<file path="src/rtl/fetch_unit.sv">
// Instruction fetch stage: owns the PC, fetches one word per PC_WRITE rising edge over a
// req/ack memory port, latches it into the IR and applies branch decisions.
module fetch_unit #(
    parameter int PC_W     = 16,
    parameter int IR_W     = 32,
    parameter int TIMEOUT  = 15,
    parameter int RESET_PC = 0
) (
    input  logic            CLK,
    input  logic            RST,
    input  logic            PC_WRITE,
    input  logic            BR_LOAD,
    input  logic            PC_SEL,
    input  logic            BR_SEL,
    input  logic [IR_W-1:0] IMEM_RDATA,
    input  logic            IMEM_ACK,
    output logic            IMEM_REQ,
    output logic [PC_W-1:0] IMEM_ADDR,
    output logic [PC_W-1:0] PC,
    output logic [PC_W-1:0] IR_PC,
    output logic [3:0]      OPCODE,
    output logic [3:0]      MM,
    output logic [15:0]     IMM,
    output logic            IR_VALID,
    output logic            BUSY,
    output logic            FETCH_ERR,
    output logic            HALTED,
    output logic [1:0]      DBG_STATE
);

    typedef enum logic [1:0] {
        S_IDLE  = 2'd0,
        S_FETCH = 2'd1,
        S_HALT  = 2'd2
    } state_t;

    localparam logic [PC_W-1:0] RST_PC = PC_W'(RESET_PC);
    localparam logic [7:0]      TO_M1  = 8'(TIMEOUT - 1);
    localparam logic [3:0]      OP_HLT = 4'hF;

    state_t            state_q, state_d;
    logic [PC_W-1:0]   pc_q, pc_d;
    logic [IR_W-1:0]   ir_q, ir_d;
    logic [PC_W-1:0]   ir_pc_q, ir_pc_d;
    logic [PC_W-1:0]   addr_q, addr_d;
    logic [PC_W-1:0]   pend_pc_q, pend_pc_d;
    logic              pend_valid_q, pend_valid_d;
    logic [7:0]        wait_q, wait_d;
    logic              req_q, req_d;
    logic              busy_q, busy_d;
    logic              ir_valid_q, ir_valid_d;
    logic              err_q, err_d;
    logic              halted_q, halted_d;
    logic              pcw_prev_q;

    logic              fetch_edge;
    logic              br_take;
    logic [31:0]       imm_sext;
    logic [31:0]       imm_zext;
    logic [PC_W-1:0]   br_target;

    // Memory handshake: IMEM_REQ rises with IMEM_ADDR and both hold steady until the cycle
    // IMEM_ACK=1 is sampled (transfer complete, IMEM_RDATA valid) or the wait budget runs out.
    assign fetch_edge = PC_WRITE & ~pcw_prev_q;
    assign br_take    = BR_LOAD & PC_SEL;
    assign imm_sext   = {{16{ir_q[15]}}, ir_q[15:0]};
    assign imm_zext   = {16'h0000, ir_q[15:0]};
    assign br_target  = BR_SEL ? (ir_pc_q + imm_sext[PC_W-1:0]) : imm_zext[PC_W-1:0];

    always_ff @(posedge CLK) begin
        if (RST) begin
            state_q      <= S_IDLE;
            pc_q         <= RST_PC;
            ir_q         <= '0;
            ir_pc_q      <= '0;
            addr_q       <= '0;
            pend_pc_q    <= '0;
            pend_valid_q <= 1'b0;
            wait_q       <= '0;
            req_q        <= 1'b0;
            busy_q       <= 1'b0;
            ir_valid_q   <= 1'b0;
            err_q        <= 1'b0;
            halted_q     <= 1'b0;
            pcw_prev_q   <= 1'b0;
        end else begin
            state_q      <= state_d;
            pc_q         <= pc_d;
            ir_q         <= ir_d;
            ir_pc_q      <= ir_pc_d;
            addr_q       <= addr_d;
            pend_pc_q    <= pend_pc_d;
            pend_valid_q <= pend_valid_d;
            wait_q       <= wait_d;
            req_q        <= req_d;
            busy_q       <= busy_d;
            ir_valid_q   <= ir_valid_d;
            err_q        <= err_d;
            halted_q     <= halted_d;
            pcw_prev_q   <= PC_WRITE;
        end
    end

    always_comb begin
        state_d      = state_q;
        pc_d         = pc_q;
        ir_d         = ir_q;
        ir_pc_d      = ir_pc_q;
        addr_d       = addr_q;
        pend_pc_d    = pend_pc_q;
        pend_valid_d = pend_valid_q;
        wait_d       = wait_q;
        req_d        = req_q;
        busy_d       = busy_q;
        ir_valid_d   = ir_valid_q;
        err_d        = err_q;
        halted_d     = halted_q;

        case (state_q)
            S_IDLE: begin
                if (fetch_edge) begin
                    // A branch arriving with the fetch edge waits for the fetch to finish.
                    state_d      = S_FETCH;
                    req_d        = 1'b1;
                    addr_d       = pc_q;
                    busy_d       = 1'b1;
                    ir_valid_d   = 1'b0;
                    wait_d       = '0;
                    pend_valid_d = br_take;
                    pend_pc_d    = br_target;
                end else if (br_take) begin
                    pc_d = br_target;
                end
            end
            S_FETCH: begin
                if (BR_LOAD) begin
                    pend_valid_d = PC_SEL;
                    pend_pc_d    = br_target;
                end
                if (IMEM_ACK) begin
                    ir_d         = IMEM_RDATA;
                    ir_pc_d      = addr_q;
                    ir_valid_d   = 1'b1;
                    err_d        = 1'b0;
                    pc_d         = pend_valid_d ? pend_pc_d : addr_q + 1'b1;
                    pend_valid_d = 1'b0;
                    req_d        = 1'b0;
                    busy_d       = 1'b0;
                    wait_d       = '0;
                    if (IMEM_RDATA[31:28] == OP_HLT) begin
                        state_d  = S_HALT;
                        halted_d = 1'b1;
                    end else begin
                        state_d  = S_IDLE;
                    end
                end else if (wait_q == TO_M1) begin
                    // Abort: IR and PC keep their old values, any pending branch is dropped.
                    state_d      = S_IDLE;
                    req_d        = 1'b0;
                    busy_d       = 1'b0;
                    err_d        = 1'b1;
                    ir_valid_d   = 1'b0;
                    pend_valid_d = 1'b0;
                    wait_d       = '0;
                end else begin
                    wait_d = wait_q + 8'd1;
                end
            end
            S_HALT: begin
                req_d    = 1'b0;
                busy_d   = 1'b0;
                halted_d = 1'b1;
            end
            default: begin
                state_d = S_IDLE;
            end
        endcase
    end

    assign IMEM_REQ  = req_q;
    assign IMEM_ADDR = addr_q;
    assign PC        = pc_q;
    assign IR_PC     = ir_pc_q;
    assign OPCODE    = ir_q[31:28];
    assign MM        = ir_q[27:24];
    assign IMM       = ir_q[15:0];
    assign IR_VALID  = ir_valid_q;
    assign BUSY      = busy_q;
    assign FETCH_ERR = err_q;
    assign HALTED    = halted_q;
    assign DBG_STATE = state_q;

endmodule

</file>
<file path="config.mk">
export PLATFORM = sky130hd
export DESIGN_NAME = fetch_unit
export DESIGN_NICKNAME = d
export VERILOG_FILES = /design/src/rtl/fetch_unit.sv
export SDC_FILE = /design/constraint.sdc
export NUM_CORES = 1
export LEC_CHECK = 0
export CORE_ASPECT_RATIO = 0.7
export CORE_UTILIZATION = 47
export CTS_BUF_LIST = sky130_fd_sc_hd__clkbuf_8
export CTS_CLUSTER_SIZE = 25
export DETAILED_ROUTE_END_ITERATION = 12
export PLACE_DENSITY_LB_ADDON = 0.3
export SETUP_SLACK_MARGIN = 0.4
export SLEW_MARGIN = 20
export SYNTH_ARGS = -nofsm -noshare
export SYNTH_HDL_FRONTEND = slang
export SYNTH_SLANG_ARGS = --single-unit
</file>
<file path="constraint.sdc">
create_clock -name CLK -period 2.3 [get_ports CLK]
set_input_delay 0.345 -clock CLK [delete_from_list [all_inputs] [get_ports CLK]]
set_output_delay 0.345 -clock CLK [all_outputs]
set_load 0.05 [all_outputs]
</file>
## Word-level counts from Yosys, hierarchy flattened

Index checks and enable logic that the tools add are counted.

- Flip-flop bits (word level): 112
- Bits of input ports: 39
- Output and inout bits: 79
- Word-level logic and storage cells: 80

- Add/sub/neg operators: 3
- Equality and inequality tests: 10
- Mux-type cells: 36
- Bitwise operators: 4
- Reduce and logical (&&, ||, !) cells: 14

Operator list:

| cell | number |
|---|---|
| 2-to-1 mux 16 bit | 7 |
| case mux 16 bit (2 select lines) | 2 |
| 2-to-1 mux 8 bit | 3 |
| adder 16 x 1 -> 16 bit, second input constant | 1 |
| adder 16 bit | 1 |
| case mux 8 bit (2 select lines) | 1 |
| 2-to-1 mux 1 bit | 14 |
| AND reduction 3 bit | 4 |
| != test 2 bit, second input constant | 5 |
| adder 8 x 1 -> 8 bit, second input constant | 1 |
| == test 8 x 4 -> 1 bit, second input constant | 1 |
| 2-to-1 mux 2 bit | 4 |
| AND reduction 2 bit | 4 |
| case mux 1 bit (2 select lines) | 3 |
| case mux 2 bit (3 select lines) | 1 |
| nonzero test 2 bit | 3 |
| == test 4 bit, second input constant | 1 |
| AND reduction 4 bit | 1 |
| != test 3 bit, second input constant | 1 |
| case mux 1 bit (3 select lines) | 1 |
| nonzero test 3 bit | 1 |
| AND 1 bit | 2 |
| == test 2 x 1 -> 1 bit, second input constant | 1 |
| == test 2 bit, second input constant | 1 |
| other kinds (2) | 3 |

## Longest topological paths before layout

- Depth in word-level cells: 6
- Depth in mapped cells: 10
- Gate-level depth less buffers: 10

## Worst setup path before layout

Ideal clock, no wire load.

- Path kind: register to register
- Start: reg ir_pc_q[0], in the netlist IR_PC[0]
- End: reg pc_q[14], in the netlist PC[14]
- Library setup time: 0.114 ns
- Data arrival time: 2.591 ns
- Data required time: 2.186 ns
- Setup slack: -0.405 ns
- Cell stages (with the launch flop): 11
- Path buffers: 0
- Period minus slack after synthesis: 2.705 ns
- Path through: dfxtp_1 > ha_1 > fa_1 > a211oi_1 > o211ai_1 > a41oi_1 > o21ai_0 > xor2_1 > nand2_1 > a31oi_1 > a21o_1

- Longest elaborated chain between the ends: 6
- Elaborated cells on any way between the ends: 8
- Those cells by class: 1 x add/sub; 7 x mux

RTL lines:

| item | RTL line | source |
|---|---|---|
| start: declaration | 44 | `logic [PC_W-1:0] ir_pc_q, ir_pc_d;` |
| start signal: assignment | 90 | `ir_pc_q <= ir_pc_d;` |
| adder 16 bit (*) | 68 | `assign br_target = BR_SEL ? (ir_pc_q + imm_sext[PC_W-1:0]) : imm_zext[PC_W-1:0];` |
| 2-to-1 mux 16 bit (*) | 68 |  |
| 2-to-1 mux 16 bit | 136 | `if (BR_LOAD) begin` |
| 2-to-1 mux 16 bit | 145 | `pc_d = pend_valid_d ? pend_pc_d : addr_q + 1'b1;` |
| 2-to-1 mux 16 bit | 140 | `if (IMEM_ACK) begin` |
| case mux 16 bit (2 select lines) (*) | 119 | `case (state_q)` |
| end signal: assignment | 88 | `pc_q <= pc_d;` |
| end: declaration | 42 | `logic [PC_W-1:0] pc_q, pc_d;` |

Mark *: on every way between the ends. The rest lies on a longest branch, timed or not. The select of a mux whose other input is x is not followed.
A chain may end at the register's enable or synchronous reset.

## Worst setup path after layout

- Start: reg ir_pc_q[0], in the netlist IR_PC[0]
- End: reg pend_pc_q[14]

- Longest elaborated chain between the ends: 4
- Elaborated cells on any way between the ends: 5
- Those cells by class: 1 x add/sub; 4 x mux

RTL lines:

| item | RTL line | source |
|---|---|---|
| adder 16 bit (*) | 68 |  |
| 2-to-1 mux 16 bit (*) | 68 |  |
| 2-to-1 mux 16 bit, on equally long branches | 136, 121 |  |
| case mux 16 bit (2 select lines) (*) | 119 |  |
| end signal: assignment | 92 | `pend_pc_q <= pend_pc_d;` |
| end: declaration | 46 | `logic [PC_W-1:0] pend_pc_q, pend_pc_d;` |

Marks and branches as above.

==> metrics.yaml <==
die_w_um: 128
fin_setup_tns_ps: -514
hold_path_class: "in -> reg"
fp.coreArea_mm2: 0.0106
synth_edf_count: 0
grt_overflow: 0
ys_warn_count: 0
netlist_area_mm2: 0.00525
syn_avg_cell_area_um2: 7.73
post-dp-hpwl_um: 11800
dieArea_mm2: 0.0116
fin_worst_skew_ps: 13.3
min_period_ps: 2460
startpoint_type: "register"
yosysSeqAreaShare_pct: 39.7
grt_use_total_pct: 28.5
timing.final.crit_share_pct: 107
crit_slowest_cell: "dfxtp_4"
first_pass_iters: 5
cts_made_buffers: 9
htree_levels: 3
clk_latency_ps: 400
die_y_um: 90.4
cts_tree: "yes"
io_pins: 118
finalWirelength_um: 17600
worst_pin_slew_ps: 614
reg2reg_slack_ps: -160
antenna_found_initial: 0
cp_top_family: "compound AO/OA/AOI/OAI gates"
timing.rr.end: "pend_pc_q[14]"
first_global_vias: 5271
drive_gt1_share_pct: 22.2
fmaxAchievable_mhz: 407
cap_viol_max_count: 0
mostFrequentLayoutCell: "nand2_1"
power_density_mw_per_mm2: 517
rows: 31
ctsHoldBuffers: 0
violations: "setup timing"
clockBufferDepth: 2
report.final.slew_viol_count: 0
vdd_drop_max_v: 0.000351
yosysUniqueCellTypes: 57
critPathArrivalTime_ps: 2770
layout_common_cells: "148 x nand2_1, 83 x a21oi_1, 75 x dfxtp_1"
slew_headroom_pct: 59.1
antenna_cells: 0
place_area_mm2: 0.00702
rsz0062_at_grt: "yes"
layout_setup_ws_ps: -158
hold_path_end: "pend_pc_q[9]"
fin_area_mm2: 0.00763
synthFlopType: "dfxtp_1"
nets: 895
reg2regPathDepth: 10
worstHoldStart: "RST"
initial_core_util_pct: 49.6
io_buffer_count: 109
cts.sinks: 104
ys_ff_latch: 104
ant_nets: 0
drc: 0
status: "finished, violations left"
grt_max_degree: 47
hold_viol_final: 0
syn_to_final_growth_pct: 45.4
hold_depth: 2
async_reset_ff_share_pct: 0
drt_iter0_drc: 695
crit_path_max_fanout: 3
wl_per_cell_um: 17.9
syn_inst: 679
utilization_pct: 72.1
clk_pin_slew_ps: 110
r2r-start: "IR_PC[0]"
routabilityCongestion: 0.864
grt_pass1_wl_um: 26400
avgViaCountPerCell: 5.87
num_vias: 5795
crit_required_ps: 2610
path_buf_inv: 1
setup_viol: 6
critPathCaptureType: "register"
cts_root_buf: "clkbuf_8"
p_leak_nw: 3.26
syn_nets: 740
path_class: "reg -> reg"
crit_path_cell_trace: "ha_4, fa_2, a211oi_4, o211ai_1, a41oi_2, buf_4, o21ai_2, xor2_1, nand2_1, a311oi_2"
cp_slowest_stage_delay_ps: 370
==> registers in the layout (all words and copies together), names as in the netlist <==
signal and cells:
PC 16, wait_q 8, IMEM_ADDR 16, pend_valid_q 1
IR_VALID 1, IR_PC 16, ir_q 24, HALTED 1
BUSY 1, pcw_prev_q 1, DBG_STATE 2, FETCH_ERR 1
pend_pc_q 16
==> Yosys cell counts, drive strengths merged (2+ instances only) <==
cell type,number,area (um2)
nand3b,2,15.0
inv,13,48.8
o221ai,5,43.8
a21oi,87,435
buf,9,40.0
o22ai,2,12.5
and4,2,17.5
or4,2,15.0
nand3,13,65.1
a21o,10,76.3
nand2,153,574
o21bai,2,15.0
clkbuf,30,124
nor2b,3,18.8
xor2,20,175
and2,5,31.3
nor3,15,75.1
xnor2,12,105
o31ai,2,15.0
dfxtp,104,2080
ha,21,263
nor2,58,218
nor4,2,12.5
and3,6,37.5
o211ai,2,15.0
a22oi,3,22.5
o21ai,28,144
a311oi,4,35.0
a221oi,7,61.3
mux2i,6,60.1
o2bb2ai,2,17.5
a31oi,5,31.3
nand4,5,31.3
a211oi,18,140
nand2b,7,43.8
or2,2,12.5
==> logic make-up (layout without fill, tap and decap cells) <==
logic type               Yosys count  count (layout)  share of synthesized area, %
AND/OR/NAND/NOR                  278             278                          22.7
adder cells (fa/ha/maj)           22              22                          5.39
multiplexers                       7               7                          1.36
XOR/XNOR                          32              32                          5.34
flip-flops                       104             104                          39.7
buffers and inverters             52             212                          4.05
AO/OA/AOI/OAI                    184             184                          21.5
==> per-layer routing <==
layer	part of all wire [%]	track usage (%)	routed length [um]	up-vias
met5	0	0	0	-
met4	2.2	9.41	395	0
met3	9.5	5.57	1670	47
met2	46	45.6	8140	343
met1	42	38.4	7410	2735
li1	-	-	-	2670
==> power by group <==
part / leakage (nW) / internal (mW) / total, mW / switching, mW
combinational: 2.29 / 0.304 / 0.816 / 0.512
sequential: 0.865 / 1.85 / 1.91 / 0.0609
clock: 0.104 / 0.516 / 1.21 / 0.698
==> area by class of cell <==
class,instances,area (um2)
clock buffers,9,124
clock inverters,7,80.1
fillers,821,2960
inverters,13,48.8
multi-input cells,523,3370
flip-flops and latches,104,2170
well taps,148,185
repair buffers,183,1650
==> worst max path at each step <==
stage / cells past startpoint / slack, ps / from / end
floorplan: 10 / 140 / IR_PC[0] / PC[12]
global placement: 9 / -10 / IR_PC[8] / PC[15]
detailed placement: 10 / -110 / IR_PC[0] / PC[10]
CTS: 10 / -20 / IR_PC[0] / PC[10]
global route: 10 / -290 / IR_PC[0] / pend_pc_q[14]
finish: 10 / -160 / IR_PC[0] / pend_pc_q[14]
==> repair_timing <==
action | 4_1_cts | 5_1_grt
buffers inserted | 8 | 9
endpoints found under the setup margin | 106 | 39
pin swaps | 28 | 41
gates cloned | 0 | 2
gates resized for setup | 93 | 52
==> metrics by stage <==
stage / hold slack [ps] / worst slack (ps) / instances / power (mW)
detailed placement: 450 / -111 / 952 / 2.69
global placement: 441 / -14.1 / 952 / 2.67
finish: 360 / -158 / 987 / 3.94
floorplan: 437 / 142 / 679 / 2.39
CTS: 338 / -23.3 / 976 / 3.86
global route: 351 / -290 / 987 / 4.07
(Power assumes the default switching activity.)
